<file path="src/rtl/dm_row_feeder.sv">
// dm_row_feeder: raster pixel stream into a circular BRAM row buffer, handing
// windows of rows to the disparity engine. Optional row prefetch: DM_PREFETCH_EN.
module dm_row_feeder #(
  parameter int DATA_W   = 32,
  parameter int ADDR_W   = 32,
  parameter int IMG_W    = 640,
  parameter int IMG_H    = 480,
  parameter int MAX_ROWS = 8
) (
  input  logic                        clka,
  input  logic                        reset,
  input  logic                        s_valid,
  output logic                        s_ready,
  input  logic [DATA_W-1:0]           s_data,
  input  logic [2:0]                  window,
  output logic                        ena,
  output logic [DATA_W/8-1:0]         wea,
  output logic [ADDR_W-1:0]           addra,
  output logic [DATA_W-1:0]           dina,
  output logic                        go,
  input  logic                        done,
  output logic [$clog2(MAX_ROWS)-1:0] base_slot,
  output logic                        frame_done
);

  localparam int SLOT_W = $clog2(MAX_ROWS);
  localparam int COL_W  = (IMG_W > 1) ? $clog2(IMG_W) : 1;
  localparam int ROW_W  = $clog2(IMG_H + 1);
  localparam int WIN_W  = 5;
  localparam int BE_W   = DATA_W / 8;

  typedef enum logic [1:0] {
    ST_IDLE,
    ST_FILL,
    ST_GO_WAIT,
    ST_SLIDE
  } state_t;

  state_t              r_state;
  state_t              w_state_next;

  logic [COL_W-1:0]    r_col;
  logic [SLOT_W-1:0]   r_wr_slot;
  logic [ROW_W-1:0]    r_rows_in;
  logic [WIN_W-1:0]    r_win_eff;
  logic [SLOT_W-1:0]   r_base_slot;
  logic                r_pf_full;
  logic                r_s_ready;
  logic                r_go;
  logic                r_frame_done;
  logic                r_ena;
  logic [BE_W-1:0]     r_wea;
  logic [ADDR_W-1:0]   r_addra;
  logic [DATA_W-1:0]   r_dina;

  logic                w_hs;
  logic                w_frame_start;
  logic [WIN_W-1:0]    w_win_req;
  logic [WIN_W-1:0]    w_win_cur;
  logic [COL_W-1:0]    w_col_cur;
  logic [SLOT_W-1:0]   w_slot_cur;
  logic [ROW_W-1:0]    w_rows_cur;
  logic [COL_W-1:0]    w_col_next;
  logic [SLOT_W-1:0]   w_slot_next;
  logic [ROW_W-1:0]    w_rows_next;
  logic [SLOT_W-1:0]   w_slot_inc;
  logic [SLOT_W-1:0]   w_base_inc;
  logic [SLOT_W-1:0]   w_base_next;
  logic [ADDR_W-1:0]   w_addr;
  logic                w_row_last;
  logic                w_row_done;
  logic                w_win_reached;
  logic                w_rows_full;
  logic                w_done_acc;
  logic                w_pf_en;
  logic                w_pf_done;
  logic                w_pf_next;
  logic                w_fdone_next;
  logic                w_ready_next;
  logic                w_go_next;

  // Effective window: 0 means 1, capped by buffer depth and frame height.
  always_comb begin
    w_win_req = WIN_W'(window);
    if (window == 3'd0)
      w_win_req = WIN_W'(1);
    else if (32'(window) > 32'(MAX_ROWS))
      w_win_req = WIN_W'(MAX_ROWS);
    if (32'(w_win_req) > 32'(IMG_H))
      w_win_req = WIN_W'(IMG_H);
  end

  assign w_hs          = s_valid & r_s_ready;
  assign w_frame_start = (r_state == ST_IDLE);

  // In IDLE the first accepted pixel already sees cleared counters.
  assign w_col_cur  = w_frame_start ? '0 : r_col;
  assign w_slot_cur = w_frame_start ? '0 : r_wr_slot;
  assign w_rows_cur = w_frame_start ? '0 : r_rows_in;
  assign w_win_cur  = w_frame_start ? w_win_req : r_win_eff;

  assign w_row_last = (w_col_cur == COL_W'(IMG_W - 1));
  assign w_row_done = w_hs & w_row_last;
  assign w_slot_inc = (w_slot_cur == SLOT_W'(MAX_ROWS - 1)) ? '0 : w_slot_cur + SLOT_W'(1);
  assign w_base_inc = (r_base_slot == SLOT_W'(MAX_ROWS - 1)) ? '0 : r_base_slot + SLOT_W'(1);
  assign w_addr     = ADDR_W'(w_slot_cur) * ADDR_W'(IMG_W) + ADDR_W'(w_col_cur);

  always_comb begin
    w_col_next  = w_col_cur;
    w_slot_next = w_slot_cur;
    w_rows_next = w_rows_cur;
    if (w_hs) begin
      if (w_row_last) begin
        w_col_next  = '0;
        w_slot_next = w_slot_inc;
        w_rows_next = w_rows_cur + ROW_W'(1);
      end else begin
        w_col_next  = w_col_cur + COL_W'(1);
      end
    end
  end

  assign w_win_reached = w_row_done && (32'(w_rows_next) == 32'(w_win_cur));
  assign w_rows_full   = (r_rows_in == ROW_W'(IMG_H));
  assign w_done_acc    = done & r_go;
  assign w_pf_done     = r_pf_full | w_row_done;

`ifdef DM_PREFETCH_EN
  // A spare slot exists only when the window does not occupy the whole buffer.
  assign w_pf_en = (w_win_cur < WIN_W'(MAX_ROWS));
`else
  assign w_pf_en = 1'b0;
`endif

  always_comb begin
    w_state_next = r_state;
    w_base_next  = r_base_slot;
    w_pf_next    = r_pf_full;
    w_fdone_next = 1'b0;
    case (r_state)
      ST_IDLE: begin
        if (w_hs) begin
          w_base_next  = '0;
          w_pf_next    = 1'b0;
          w_state_next = w_win_reached ? ST_GO_WAIT : ST_FILL;
        end
      end
      ST_FILL: begin
        if (w_win_reached)
          w_state_next = ST_GO_WAIT;
      end
      ST_GO_WAIT: begin
        if (w_done_acc) begin
          if (w_pf_done) begin
            // Next row already resident: slide without leaving GO_WAIT.
            w_base_next = w_base_inc;
            w_pf_next   = 1'b0;
          end else if (w_rows_full) begin
            w_fdone_next = 1'b1;
            w_state_next = ST_IDLE;
          end else begin
            w_base_next  = w_base_inc;
            w_state_next = ST_SLIDE;
          end
        end else if (w_row_done) begin
          w_pf_next = 1'b1;
        end
      end
      ST_SLIDE: begin
        if (w_row_done)
          w_state_next = ST_GO_WAIT;
      end
      default: w_state_next = ST_IDLE;
    endcase

    case (w_state_next)
      ST_GO_WAIT: w_ready_next = w_pf_en & ~w_pf_next & (w_rows_next < ROW_W'(IMG_H));
      default:    w_ready_next = 1'b1;
    endcase

    // go trails GO_WAIT entry by a cycle so the last row write lands first.
    w_go_next = (r_state == ST_GO_WAIT) && (w_state_next == ST_GO_WAIT) && !w_done_acc;
  end

  always_ff @(posedge clka or negedge reset) begin
    if (!reset) begin
      r_state      <= ST_IDLE;
      r_col        <= '0;
      r_wr_slot    <= '0;
      r_rows_in    <= '0;
      r_win_eff    <= WIN_W'(1);
      r_base_slot  <= '0;
      r_pf_full    <= 1'b0;
      r_s_ready    <= 1'b0;
      r_go         <= 1'b0;
      r_frame_done <= 1'b0;
      r_ena        <= 1'b0;
      r_wea        <= '0;
      r_addra      <= '0;
      r_dina       <= '0;
    end else begin
      r_state      <= w_state_next;
      r_col        <= w_col_next;
      r_wr_slot    <= w_slot_next;
      r_rows_in    <= w_rows_next;
      if (w_frame_start && w_hs)
        r_win_eff  <= w_win_req;
      r_base_slot  <= w_base_next;
      r_pf_full    <= w_pf_next;
      r_s_ready    <= w_ready_next;
      r_go         <= w_go_next;
      r_frame_done <= w_fdone_next;
      r_ena        <= w_hs;
      r_wea        <= w_hs ? '1 : '0;
      if (w_hs) begin
        r_addra    <= w_addr;
        r_dina     <= s_data;
      end
    end
  end

  assign s_ready    = r_s_ready;
  assign ena        = r_ena;
  assign wea        = r_wea;
  assign addra      = r_addra;
  assign dina       = r_dina;
  assign go         = r_go;
  assign base_slot  = r_base_slot;
  assign frame_done = r_frame_done;

endmodule
</file>
<file path="config.mk">
export PLATFORM = sky130hd
export DESIGN_NAME = dm_row_feeder
export DESIGN_NICKNAME = d
export VERILOG_FILES = /design/src/rtl/dm_row_feeder.sv
export SDC_FILE = /design/constraint.sdc
export NUM_CORES = 1
export LEC_CHECK = 0
export BUFFER_PORTS_ARGS = -buffer_cell sky130_fd_sc_hd__buf_2
export CAP_MARGIN = 20
export CORE_MARGIN = 2
export CORE_UTILIZATION = 52
export DETAILED_ROUTE_END_ITERATION = 7
export PLACE_DENSITY_LB_ADDON = 0.15
export SETUP_SLACK_MARGIN = 0.3
export SYNTH_ARGS = -nofsm -noshare
export SYNTH_HDL_FRONTEND = slang
export SYNTH_SLANG_ARGS = --single-unit
</file>
<file path="constraint.sdc">
create_clock -name clka -period 3.5 [get_ports clka]
set_input_delay 0.35 -clock clka [delete_from_list [all_inputs] [get_ports clka]]
set_output_delay 0.35 -clock clka [all_outputs]
set_load 0.005 [all_outputs]
</file>
Word-level counts from Yosys, hierarchy flattened --
Cells that the tools add are included.
Word-level totals: register bits 105, output and inout bits 75, input bits 39, logic and storage cells 85
Cells by class: equal/unequal tests 14, reductions and logical operators 10, add/sub/neg operators 5, multiply operators 1, bitwise gates (word level) 4, multiplexer cells 37
Operators with widths (count):
- 10-bit 2-to-1 mux | 3
- 3-bit 2-to-1 mux | 10
- 9-bit 2-to-1 mux | 3
- 13-bit by 10-bit adder with 14-bit output | 1
- 2-bit 2-to-1 mux | 7
- 10-bit by 1-bit adder with 10-bit output (second input constant) | 1
- 10-bit equality test (second input constant) | 1
- 9-bit by 1-bit adder with 9-bit output (second input constant) | 1
- 9-bit by 5-bit equality test with 1-bit output | 1
- 9-bit equality test (second input constant) | 1
- 1-bit 2-to-1 mux | 9
- 3-bit != test (second input constant) | 3
- 2-bit one-hot mux with 4 select lines | 1
- 4-bit AND reduction | 2
- 3-bit by 1-bit adder with 3-bit output (second input constant) | 2
- 2-bit equality test (second input constant) | 3
- 3-bit equality test (second input constant) | 2
- 3-bit by 3-bit multiplier with 6-bit output (second input constant) | 1
- 3-bit one-hot mux with 2 select lines | 1
- 5-bit 2-to-1 mux | 1
- 1-bit logical AND | 4
- 4-bit 2-to-1 mux | 1
- 2-bit != test (second input constant) | 2
- 1-bit bitwise AND | 3
- 7 further kinds | 7

Longest topological paths before layout --
word-level depth 13, gate-level depth with buffers 12, mapped depth without buffers 9

Worst setup path after synthesis --
OpenSTA, ideal clock, no wires.
kind register to register, start reg r_state[0], end reg r_base_slot[0], in the netlist base_slot[0], path buffers 3, data arrival time 2.733 ns, required time 3.375 ns, library setup time 0.125 ns, clock period less this slack 2.857 ns, path slack 0.643 ns, stages on the path, launching flop included 13, cell sequence dfrtp_1 -> buf_2 -> or2_2 -> clkbuf_1 -> and2_1 -> ha_1 -> nand3_4 -> or4_1 -> buf_2 -> nand2_1 -> o2111ai_1 -> a21oi_1 -> mux2_2
On the way: cells in the longest elaborated chain, start to end 8, elaborated cells between the ends (all ways) 14, classes of those cells eq/ne: 5; mux: 4; bitwise: 2; reduce/logical: 3
RTL lines:
- start, declared | line 39 | state_t r_state;
- start signal, assigned | line 202 | r_state <= w_state_next;
- 2-bit zero test | line 94, 140
- 10-bit 2-to-1 mux | line 97 | assign w_col_cur = w_frame_start ? '0 : r_col;
- 10-bit equality test | line 102 | assign w_row_last = (w_col_cur == COL_W'(IMG_W - 1));
- 1-bit bitwise AND | line 103 | assign w_row_done = w_hs & w_row_last;
- 1-bit OR | line 126 | assign w_pf_done = r_pf_full | w_row_done;
- 3-bit 2-to-1 mux | line 154 | if (w_pf_done) begin
- 3-bit 2-to-1 mux | line 153 | if (w_done_acc) begin
- 3-bit one-hot mux with 2 select lines | line 140 | case (r_state)
- end signal, assigned | line 208 | r_base_slot <= w_base_next;
- end, declared | line 46 | logic [SLOT_W-1:0] r_base_slot;
Parallel ways exist; a longest one is shown, timed or not. The select of a mux whose other input is x is not followed. A chain may end at the register's enable or synchronous reset.

Worst setup path in the final report --
start reg r_state[0], end reg r_state[1]
On the way: cells in the longest elaborated chain, start to end 10, elaborated cells between the ends (all ways) 22, classes of those cells add/sub: 1; eq/ne: 5; mux: 12; bitwise: 2; reduce/logical: 2
RTL lines:
- 2-bit zero test | line 94, 140
- 9-bit 2-to-1 mux or 10-bit 2-to-1 mux (tied branches) | line 99, 97
- 9-bit by 1-bit adder with 9-bit output or 10-bit equality test (tied branches) | line 116, 102
- 9-bit 2-to-1 mux | line 113 | if (w_row_last) begin
- 9-bit 2-to-1 mux | line 112 | if (w_hs) begin
- 9-bit by 5-bit equality test with 1-bit output | line 123 | assign w_win_reached = w_row_done && (32'(w_rows_next) == 32'(w_win_cur));
- 1-bit logical AND | line 123
- 2-bit 2-to-1 mux | line 145 | w_state_next = w_win_reached ? ST_GO_WAIT : ST_FILL;
- 2-bit 2-to-1 mux | line 142 | if (w_hs) begin
- 2-bit one-hot mux with 4 select lines * | line 140
- named net w_state_next[1] | line 40 | state_t w_state_next;
The timed path passes the listed nets; every way through them passes the cells marked *.

==> impl_results.html <==
<table>
<tr><th>Metric</th><th>Value</th></tr>
<tr><th colspan="2">Status</th></tr>
<tr><td>Run status</td><td>completed</td></tr>
<tr><th colspan="2">Yosys</th></tr>
<tr><td>Proportion of register bits with asynchronous set or reset after synthesis</td><td>100%</td></tr>
<tr><td>YS warnings</td><td>0</td></tr>
<tr><td>Post-synthesis sequential area ratio</td><td>50.3%</td></tr>
<tr><td>Post-synthesis area per instance</td><td>9.41 um2</td></tr>
<tr><td>Most used DFF post-synth</td><td>dfrtp_1</td></tr>
<tr><td>Number of synthesized flops with an enable pin</td><td>0</td></tr>
<tr><td>Yosys reg bits</td><td>81</td></tr>
<tr><td>Gate count after technology mapping</td><td>428</td></tr>
<tr><td>Post-synthesis instance area</td><td>0.00403 mm2</td></tr>
<tr><td>Count of distinct cell types in the synthesized netlist</td><td>53</td></tr>
<tr><th colspan="2">Worst setup path</th></tr>
<tr><td>WP data arrival</td><td>3.17 ns</td></tr>
<tr><td>CP Cell Sequence</td><td>or2_4, and2_1, ha_1, nand3_4, or4_1, o31a_1, and4_4, and4_4, a22o_1</td></tr>
<tr><td>Largest incremental delay on the critical path</td><td>0.66 ns</td></tr>
<tr><td>Class of the most critical setup path</td><td>flip-flop to flip-flop</td></tr>
<tr><td>Data required time at the worst endpoint</td><td>3.74 ns</td></tr>
<tr><td>Cell type with the highest occurrence count on the critical path</td><td>and4_4</td></tr>
<tr><td>Startpoint types</td><td>flip-flop</td></tr>
<tr><td>Buffers and inverters on the worst path</td><td>0</td></tr>
<tr><td>Cell type of the slowest stage on the worst timing path</td><td>or4_1</td></tr>
<tr><td>Maximum net fanout on the critical path</td><td>17</td></tr>
<tr><td>Largest delay share family, worst path</td><td>simple AND/OR/NAND/NOR gates</td></tr>
<tr><td>Critical path endpoint category</td><td>flip-flop</td></tr>
<tr><th colspan="2">Timing</th></tr>
<tr><td>Setup skew after layout</td><td>0.00764 ns</td></tr>
<tr><td>Unrepaired setup endpoints after global routing</td><td>false</td></tr>
<tr><td>Share of the cycle needed by the critical path after routing</td><td>83.7%</td></tr>
<tr><td>Fmax</td><td>0.342 GHz</td></tr>
<tr><td>Post-route minimum period</td><td>2.93 ns</td></tr>
<tr><td>Count of endpoints failing hold in the final timing report</td><td>0</td></tr>
<tr><td>Post-route worst hold slack</td><td>0.177 ns</td></tr>
<tr><td>Pins Over Slew Limit</td><td>0</td></tr>
<tr><td>Final setup violation count</td><td>0</td></tr>
<tr><td>Transition at the pin with the smallest max-transition slack</td><td>0.710 ns</td></tr>
<tr><td>Remaining max-slew budget at the tightest pin</td><td>52.6%</td></tr>
<tr><td>Final setup TNS</td><td>0 ns</td></tr>
<tr><th colspan="2">CTS</th></tr>
<tr><td>Maximum clock insertion buffer count</td><td>2</td></tr>
<tr><td>Setup fix buffers added after clock tree synthesis</td><td>0</td></tr>
<tr><td>Clock root cell</td><td>clkbuf_8</td></tr>
<tr><td>Worst-skew pair later-pin latency</td><td>0.35 ns</td></tr>
<tr><td>CTS HTree Levels</td><td>3</td></tr>
<tr><td>Num CTS Buffers</td><td>9</td></tr>
<tr><td>Clock tree from TritonCTS</td><td>built</td></tr>
<tr><td>Total number of clock tree sinks</td><td>81</td></tr>
<tr><td>Clock transition time at the flip-flop clock pins of the worst setup and hold paths</td><td>0.09 ns</td></tr>
<tr><th colspan="2">Drt</th></tr>
<tr><td>First-pass iteration count of the detailed router</td><td>4</td></tr>
<tr><td>Avg WL per Cell</td><td>13.0 um</td></tr>
<tr><td>Iteration-0 DRC Markers</td><td>161</td></tr>
<tr><td>Number of design rule violations left after detail routing</td><td>0</td></tr>
<tr><td>ANT nets after route</td><td>0</td></tr>
<tr><td>DR vias/cell</td><td>4.97</td></tr>
<tr><td>WL final</td><td>8140 um</td></tr>
<tr><td>Total via count after detailed routing</td><td>3114</td></tr>
<tr><th colspan="2">GRT</th></tr>
<tr><td>Via count of the first global-routing pass</td><td>2777</td></tr>
<tr><td>Initial antenna violation count</td><td>0</td></tr>
<tr><td>Total global-route track usage</td><td>19.9%</td></tr>
<tr><td>Pin count of the biggest net entering global routing</td><td>82</td></tr>
<tr><td>Total global routing overflow</td><td>0</td></tr>
<tr><td>Global-route wire length before repair</td><td>13500 um</td></tr>
<tr><th colspan="2">Placement</th></tr>
<tr><td>DPL Wire Length</td><td>5710 um</td></tr>
<tr><td>Cell count after placement</td><td>609</td></tr>
<tr><td>Port-buffer cells</td><td>95</td></tr>
<tr><td>Placer congestion estimate</td><td>0.824</td></tr>
<tr><th colspan="2">Power</th></tr>
<tr><td>Largest vdd supply drop</td><td>0.000227 V</td></tr>
<tr><td>Areal power density over the cells</td><td>453 mW/mm2</td></tr>
<tr><td>Leak Pwr</td><td>2.53 nW</td></tr>
<tr><th colspan="2">Floorplanning</th></tr>
<tr><td>Die X</td><td>92.0 um</td></tr>
<tr><td>Die Span Y</td><td>92.0 um</td></tr>
<tr><td>Row count</td><td>32</td></tr>
<tr><td>CORE AREA</td><td>0.00761 mm2</td></tr>
<tr><td>Starting density of the core</td><td>53.0%</td></tr>
<tr><td>Num ports</td><td>114</td></tr>
<tr><td>Die Footprint</td><td>0.00847 mm2</td></tr>
<tr><th colspan="2">Cells and area</th></tr>
<tr><td>Net count of the finished layout</td><td>571</td></tr>
<tr><td>N_diodes</td><td>0</td></tr>
<tr><td>Finished Layout Cells</td><td>627</td></tr>
<tr><td>Area growth, synth to finish</td><td>18.6%</td></tr>
<tr><td>Total area of multi-input combinational cells</td><td>0.00179 mm2</td></tr>
<tr><td>Fillcell total</td><td>643</td></tr>
<tr><td>Fraction of final layout cells with drive strength greater than 1</td><td>26.9%</td></tr>
<tr><td>Storage cell area</td><td>0.00203 mm2</td></tr>
<tr><td>Final standard cell utilization of the core</td><td>62.8%</td></tr>
<tr><th colspan="2">Worst hold path</th></tr>
<tr><td>Class of the most critical hold timing path</td><td>input pin to flip-flop</td></tr>
<tr><th colspan="2">Flow run</th></tr>
<tr><td>Max_cap viols</td><td>0</td></tr>
</table>
==> logic make-up (layout without fill, tap and decap cells) <==
family	after synthesis	in the layout	synth area share, %
simple gates	205	205	23.7
flops	81	81	50.3
buf+inv	49	129	6.89
compound gates	46	46	7.17
xor+xnor	25	25	5.43
fa+ha+maj	12	12	3.91
mux	9	9	2.42
other cells	1	18	0.0931
==> cell usage after synthesis (all sizes together), types with 6 or more instances <==
master | n | area, um2
nand3 | 6 | 42.5
nor3 | 10 | 50.1
and2 | 7 | 45.1
nor2 | 21 | 81.3
ha | 11 | 138
nand2 | 133 | 502
mux2 | 6 | 67.6
inv | 9 | 33.8
buf | 27 | 194
a21oi | 9 | 45.0
xor2 | 16 | 140
clkbuf | 13 | 50.0
xnor2 | 9 | 78.8
a22o | 6 | 53.8
o21ai | 20 | 100
dfrtp | 80 | 2000
==> power by group <==
part	switching, mW	internal, mW	total (mW)
clock network	0.366	0.416	0.782
registers	0.0764	1.02	1.10
logic	0.149	0.131	0.280
==> tightest hold or removal path, stage by stage <==
cell,delay [ns]
buf_2,0.08
nand2_1,0.04
nand2_1,0.04
==> stage by stage <==
stage | power, mW | setup WS [ns] | instance area (um2)
floorplan | 1.27 | 0.643 | 4090
global placement | 1.39 | 0.512 | 4510
detailed placement | 1.40 | 0.416 | 4510
CTS | 2.19 | 0.388 | 4740
global route | 2.27 | 0.420 | 4780
finish | 2.16 | 0.572 | 4780
==> state kept, by name, summed over array words and instances, names as in the netlist, 2 cells and up <==
register	cells
r_rows_in	9
dina	32
r_col	10
addra	14
base_slot	3
r_win_eff	3
r_wr_slot	3
r_state	2
==> placed cells by master, fill, tap and decap left out, types with 2 or more instances in the layout <==
cell type / netlist / routed
conb_1: 1 / 18
o21ai_0: 20 / 20
nor2_1: 20 / 20
o211ai_1: 4 / 4
nand3_1: 5 / 5
nor4_2: 2 / 2
and4_4: 2 / 2
a31oi_1: 2 / 2
ha_1: 11 / 11
a21oi_1: 9 / 9
nor4_1: 2 / 2
or4_1: 2 / 2
clkbuf_8: 0 / 9
nand4_1: 3 / 3
nor3_1: 10 / 10
xnor2_1: 9 / 9
nand2b_1: 2 / 2
mux2_2: 6 / 6
xor2_1: 16 / 16
buf_4: 22 / 8
inv_6: 0 / 3
and2_1: 6 / 6
and3_1: 3 / 3
bufinv_16: 0 / 2
a22o_1: 5 / 5
nand2_1: 132 / 132
buf_2: 2 / 94
inv_1: 9 / 9
dfrtp_1: 80 / 79
or3_1: 3 / 3
mux2i_1: 3 / 3
==> area by class of cell <==
class | instances | area share [%]
Multi-Input combinational cell | 315 | 37.4
Tap cell | 102 | 2.67
Clock buffer | 9 | 2.59
Sequential cell | 81 | 42.5
Clock inverter | 7 | 2.23
Inverter | 9 | 0.707
Timing Repair Buffer | 104 | 11.9
==> metal layers <==
metal / global-route usage, % / routed length, um / vias up
met4: 6.34 / 59 / 0
li1: - / - / 1559
met3: 3.78 / 458 / 7
met2: 30.8 / 3810 / 99
met5: 0 / 0 / -
met1: 28.6 / 3810 / 1449
==> final timing paths <==
kind / from / end / slack (ns) / depth (start not counted)
hold / removal: s_data[24] / dina[24] / 0.18 / 3
setup / recovery: r_state[0] / r_state[1] / 0.57 / 9
setup reg to reg: r_state[0] / r_state[1] / 0.57 / 9
max in group asynchronous: reset / r_state[0] / 2.48 / 3
min in group asynchronous: reset / r_rows_in[8] / 0.43 / 2
hold reg to reg: addra[7] / addra[7] / 0.48 / 2
==> timing repair <==
item                                    CTS  global route
hold buffers                              0             1
endpoints found under the setup margin    0             6
resized for setup                         0             2
hold endpoints to repair                  0            20
(Power assumes the default switching activity.)
